**src/rtl/fetch_unit.sv**
```systemverilog
// fetch_unit: sequential instruction fetch into a 2-entry in-order buffer.
// The PC walks forward by one word per fetch, stalls when the buffer is full,
// and is redirected (with a full buffer flush) on a branch/jump request.
module fetch_unit #(
    parameter logic [7:0]  RESET_PC  = 8'h00,
    parameter int unsigned BUF_DEPTH = 2
) (
    input  logic        clk,
    input  logic        rst_n,
    input  logic        fetch_en,
    output logic [7:0]  imem_addr,
    input  logic [31:0] imem_rdata,
    input  logic        redirect_valid,
    input  logic [7:0]  redirect_target,
    output logic        out_valid,
    input  logic        out_ready,
    output logic [31:0] out_instr,
    output logic [7:0]  out_pc
);

    localparam logic [7:0] RESET_PC_ALIGNED = RESET_PC & 8'hFC;

    typedef enum logic {
        IDLE,
        RUN
    } state_e;

    state_e      state_q, state_d;
    logic [7:0]  pc_q, pc_d;
    logic [1:0]  count_q, count_d;
    logic [31:0] instr_q [BUF_DEPTH];
    logic [31:0] instr_d [BUF_DEPTH];
    logic [7:0]  epc_q   [BUF_DEPTH];
    logic [7:0]  epc_d   [BUF_DEPTH];

    logic       pop;
    logic       fetch;
    logic [1:0] wr_idx;

    assign imem_addr = pc_q;
    assign out_valid = (count_q != 2'd0);
    assign out_instr = out_valid ? instr_q[0] : '0;
    assign out_pc    = out_valid ? epc_q[0]   : '0;

    assign pop   = out_valid & out_ready;
    assign fetch = (state_q == RUN) & ~redirect_valid & ((count_q < 2'd2) | pop);

    // Entry 0 is always the head; a pop shifts entry 1 down, so a push lands
    // at the slot just past the surviving entries (count minus pop).
    assign wr_idx = count_q - {1'b0, pop};

    // Next-state computation for PC, buffer occupancy and buffer contents
    always_comb begin
        state_d = fetch_en ? RUN : IDLE;
        pc_d    = pc_q;
        count_d = count_q;
        instr_d = instr_q;
        epc_d   = epc_q;
        if (redirect_valid) begin
            pc_d    = redirect_target & 8'hFC;
            count_d = 2'd0;
        end else begin
            if (pop) begin
                instr_d[0] = instr_q[1];
                epc_d[0]   = epc_q[1];
            end
            if (fetch) begin
                instr_d[wr_idx[0]] = imem_rdata;
                epc_d[wr_idx[0]]   = pc_q;
                pc_d               = pc_q + 8'd4;
            end
            count_d = count_q + {1'b0, fetch} - {1'b0, pop};
        end
    end

    // FSM and datapath registers, asynchronously cleared on reset
    always_ff @(posedge clk or negedge rst_n) begin
        if (!rst_n) begin
            state_q <= IDLE;
            pc_q    <= RESET_PC_ALIGNED;
            count_q <= 2'd0;
            instr_q <= '{default: '0};
            epc_q   <= '{default: '0};
        end else begin
            state_q <= state_d;
            pc_q    <= pc_d;
            count_q <= count_d;
            instr_q <= instr_d;
            epc_q   <= epc_d;
        end
    end

endmodule

```
**config.mk**
```make
export PLATFORM = sky130hd
export DESIGN_NAME = fetch_unit
export DESIGN_NICKNAME = d
export VERILOG_FILES = /design/src/rtl/fetch_unit.sv
export SDC_FILE = /design/constraint.sdc
export NUM_CORES = 1
export LEC_CHECK = 0
export ABC_CLOCK_PERIOD_IN_PS = 3840
export BUFFER_PORTS_ARGS = -buffer_cell sky130_fd_sc_hd__buf_4
export CAP_MARGIN = 20
export CORE_MARGIN = 4
export CORE_UTILIZATION = 40
export DETAILED_ROUTE_END_ITERATION = 10
export GPL_ROUTABILITY_DRIVEN = 0
export GPL_TIMING_DRIVEN = 0
export SYNTH_ARGS = -nofsm -noshare
export SYNTH_HDL_FRONTEND = slang
export SYNTH_SLANG_ARGS = --single-unit
```
**constraint.sdc**
```tcl
create_clock -name clk -period 3.84 [get_ports clk]
set_input_delay 0.768 -clock clk [delete_from_list [all_inputs] [get_ports clk]]
set_output_delay 0.768 -clock clk [all_outputs]
set_load 0.01 [all_outputs]
```
==> flow_results.org <==
** CTS
- Total clock buffers created by CTS :: 9
- The clock tree synthesis step divided the H-tree into 3 levels.
- The clock reaches the later pin of the worst-skew pair after between 300 and 400 ps.
- CTS clock-pin slew for the worst setup and hold paths :: 90 ps
- Sinks on Clock Net :: 87
- In this run the post-CTS setup repair buffer count came out at 0.
- CTS root buf :: sky130_fd_sc_hd__clkbuf_8
- Quantity of hold-fixing buffers added after cts :: 0
- The clock passes through at most 2 buffers.
- CTS tree :: yes
- In this run, post-CTS repair resized a total of 0 instances.

** Worst setup path
- Worst Reg-to-Reg Cells :: 8
- Across all register-to-register paths, the minimum setup slack is 1890 ps.
- Worst R2R Start :: count_q[1]
- R2r endpoint :: count_q[1]
- Maximum net fanout on the critical path :: 10
- Kind of critical path :: register to output pin
- STA classifies the critical path endpoint as an output pin.
- For the worst setup path, the data required time is 3070 ps.
- STA classifies the critical path startpoint as a register.
- Endpoint arrival time on the critical path :: 1840 ps

** Final layout
- Total area of multi-input combinational cells :: 1800 µm²
- In the final layout, flip-flops and latches occupy about 2200 µm².
- In the final layout, the share of cells above drive strength 1 is 0.359.
- Final layout net count :: 505
- After routing the design area is about 5300 µm².
- From synthesis to final layout, the design area changed by 26.5%.
- The layout has between 900 and 1000 filler cells.
- Number of diodes :: 0

** Timing
- Final min period :: 2610 ps
- On the final layout, the worst clock skew is just over 6 ps.
- Worst slew margin relative to its limit :: 0.572
- Setup repair after global routing left no endpoint under its margin.
- Final clock period utilization by the worst path :: 0.679
- Setup violations remaining at the end of the flow were counted as 0.
- Hold WS :: approximately 300 ps
- The final max-slew violation count is 0.
- After routing, the total negative slack on setup checks comes to 0 ps.
- For the pin with the worst max-slew slack, the measured transition is ~640 ps.
- Number of hold violations in the final report :: 0
- Timing would allow up to 383 MHz.

** Synthesis
- Dominant synthesized flop cell :: sky130_fd_sc_hd__dfrtp_1
- Cell count after synthesis :: 356
- Proportion of synthesized chip area in sequential cells :: 0.523
- Post-Synthesis Cell Area :: 4160 µm²
- In the post-synthesis netlist, the cell with the most instances is sky130_fd_sc_hd__dfrtp_1.
- By area the synthesized netlist is led by sky130_fd_sc_hd__dfrtp_1 52%, sky130_fd_sc_hd__mux2i_1 7.7%, sky130_fd_sc_hd__mux2_4 7.2%.
- The synthesized design spends more area on one cell type than any other, namely sky130_fd_sc_hd__dfrtp_1.
- Share of async-settable or async-resettable flops after synthesis :: 1.00
- The synthesized netlist contains 34 unique library cells.
- Counting flops with a built-in enable in the synthesized netlist gives 0.
- Proportion of netlist area held by the largest area contributor :: 0.523
- Average cell area after synthesis :: 11.7 µm²
- Counting flops and latches in the post-synthesis netlist gives 87.
- During synthesis, Yosys emitted a total of 0 warnings.
- By count the netlist is led by 87 x sky130_fd_sc_hd__dfrtp_1, 53 x sky130_fd_sc_hd__nand2_1, 44 x sky130_fd_sc_hd__and2_1.

** Floorplanning
- The floorplan has 36 rows.
- Overall die height :: 110 µm
- The die is around 110 µm wide.
- Initial Util :: 0.418
- In this run the count of I/O pins placed on the die edge is 94.
- Core Footprint :: 9950 µm²
- Die area :: 12100 µm²

** Detailed routing
- Before antenna repair, the detailed router went through 4 iterations.
- The detailed router finished its first iteration with between 60 and 70 violations.
- Antenna-violating nets left :: 0
- In this run the top signal layer used is met4.
- Total length of routed met3 wires :: 634 µm
- Detailed routing inserted a total of 2896 vias.
- In the final routing, the length of wire on met1 measures 4270 µm.
- In the final routed layout, each cell accounts on average for 15.8 µm.
- In the routed design, unresolved DRC markers number 0.
- Using the TritonRoute via totals, the vias-per-cell ratio works out to 4.87.
- Final Routed Wirelength :: 9380 µm
- Total met2 wirelength after detailed routing :: between 4000 and 5000 µm

** GRT
- GRT Overall Usage :: 0.165
- The number of antenna violations at the first check in global routing is 0.
- Maximum number of pins on one net before global-route repair :: 88
- Global-route wire length before repair :: 15400 µm
- The via count of the first global-routing pass was 3054.
- Remaining Overflow, GRT :: 0

** Power
- Sequential fraction of design power :: 0.395
- Of the total power, the share spent switching nets is 0.333.
- Power share of the combinational group :: 0.406
- IR drop worst, VDD :: between 300 and 400 µV
- Total power :: 0.00388 W
- Clock network fraction of design power :: 0.199
- For this design the total switching power over the nets is approximately 0.0013 W.
- In this run the power density over the cells is 737 nW/µm².
- Internal power :: approximately 0.0026 W
- LEAKAGE :: about 2.5 nW

** Placed design
- The HPWL after detailed placement is 6530 µm.
- Post-Place Cell Area :: 4990 µm²
- # port buffers :: 88

** Status
- Outcome :: finished, final reports clean

** Hold path
- In this run the worst hold path is classified as input port to asynchronous set/reset pin.

** Flow run
- Across the run, the number of max-cap violations was 0.
-- area by class of cell --
type / instances / area share
Sequential cell: 87 / 0.413
Multi-Input combinational cell: 243 / 0.341
Timing Repair Buffer: 89 / 0.131
Buffer: 24 / 0.0342
Tap cell: 133 / 0.0316
Clock buffer: 11 / 0.0268
Clock inverter: 5 / 0.0199
Inverter: 3 / 0.00214
-- metrics by stage --
stage | instances | utilization | setup WS (ps)
finish | 595 | 0.529 | 1230
CTS | 594 | 0.527 | 1190
floorplan | 357 | - | 1740
detailed placement | 578 | 0.502 | 1460
global route | 595 | 0.529 | 1050
global placement | 578 | 0.502 | 1480
-- worst max path at each step --
stage	from	slack, ps	cells after the start	to
floorplan	out_ready	1740	8	count_q[1]
global placement	out_ready	1480	9	count_q[1]
detailed placement	out_ready	1460	9	count_q[1]
CTS	count_q[1]	1190	5	out_pc[0]
global route	count_q[1]	1050	5	out_pc[4]
finish	count_q[1]	1230	5	out_pc[0]
-- sequential cells by signal (all words and copies together) (netlist names) --
signal,flops
state_q,1
instr_q,64
count_q,2
epc_q,14
imem_addr,6
-- power groups by stage --
| stage | sequential [W] | clock (W) | combinational [W] |
|---|---|---|---|
| global placement | 0.00153 | 0 | 0.00156 |
| finish | 0.00153 | 0.000771 | 0.00158 |
| CTS | 0.00154 | 0.000795 | 0.00160 |
| global route | 0.00159 | 0.000840 | 0.00176 |
| detailed placement | 0.00155 | 0 | 0.00160 |
| floorplan | 0.00149 | 0 | 0.00105 |
-- placed cells by master (no fill, tap or decap), drive strengths merged, types with 4 or more instances in the layout --
master	Yosys	layout
clkbuf	7	18
mux2	38	38
a32oi	7	7
and2	44	44
nor2	4	4
buf	17	106
o21ai	39	39
xor2	6	6
mux2i	32	32
nand2	53	53
dfrtp	87	87
-- per-layer routing --
layer	GRT usage	up-vias
li1	-	1402
met1	0.223	1409
met2	0.267	81
met3	0.0483	4
met4	0.0303	0
met5	0	-
-- worst max-delay path, stage by stage, from the launching register on --
cell	delay (ps)
sky130_fd_sc_hd__dfrtp_1	480
sky130_fd_sc_hd__nor2_2	100
sky130_fd_sc_hd__inv_1	160
sky130_fd_sc_hd__clkbuf_1	400
sky130_fd_sc_hd__and2_1	240
sky130_fd_sc_hd__buf_4	130
-- cells by family after synthesis --
kind of cell | count (synthesis) | synth area share
AO/OA/AOI/OAI | 49 | 0.0724
XOR/XNOR | 7 | 0.0147
adder cells (fa/ha/maj) | 3 | 0.00902
buffers and inverters | 27 | 0.0460
flip-flops | 87 | 0.523
multiplexers | 70 | 0.198
other | 1 | 0.000901
AND/OR/NAND/NOR | 112 | 0.136
(Power assumes the default switching activity.)
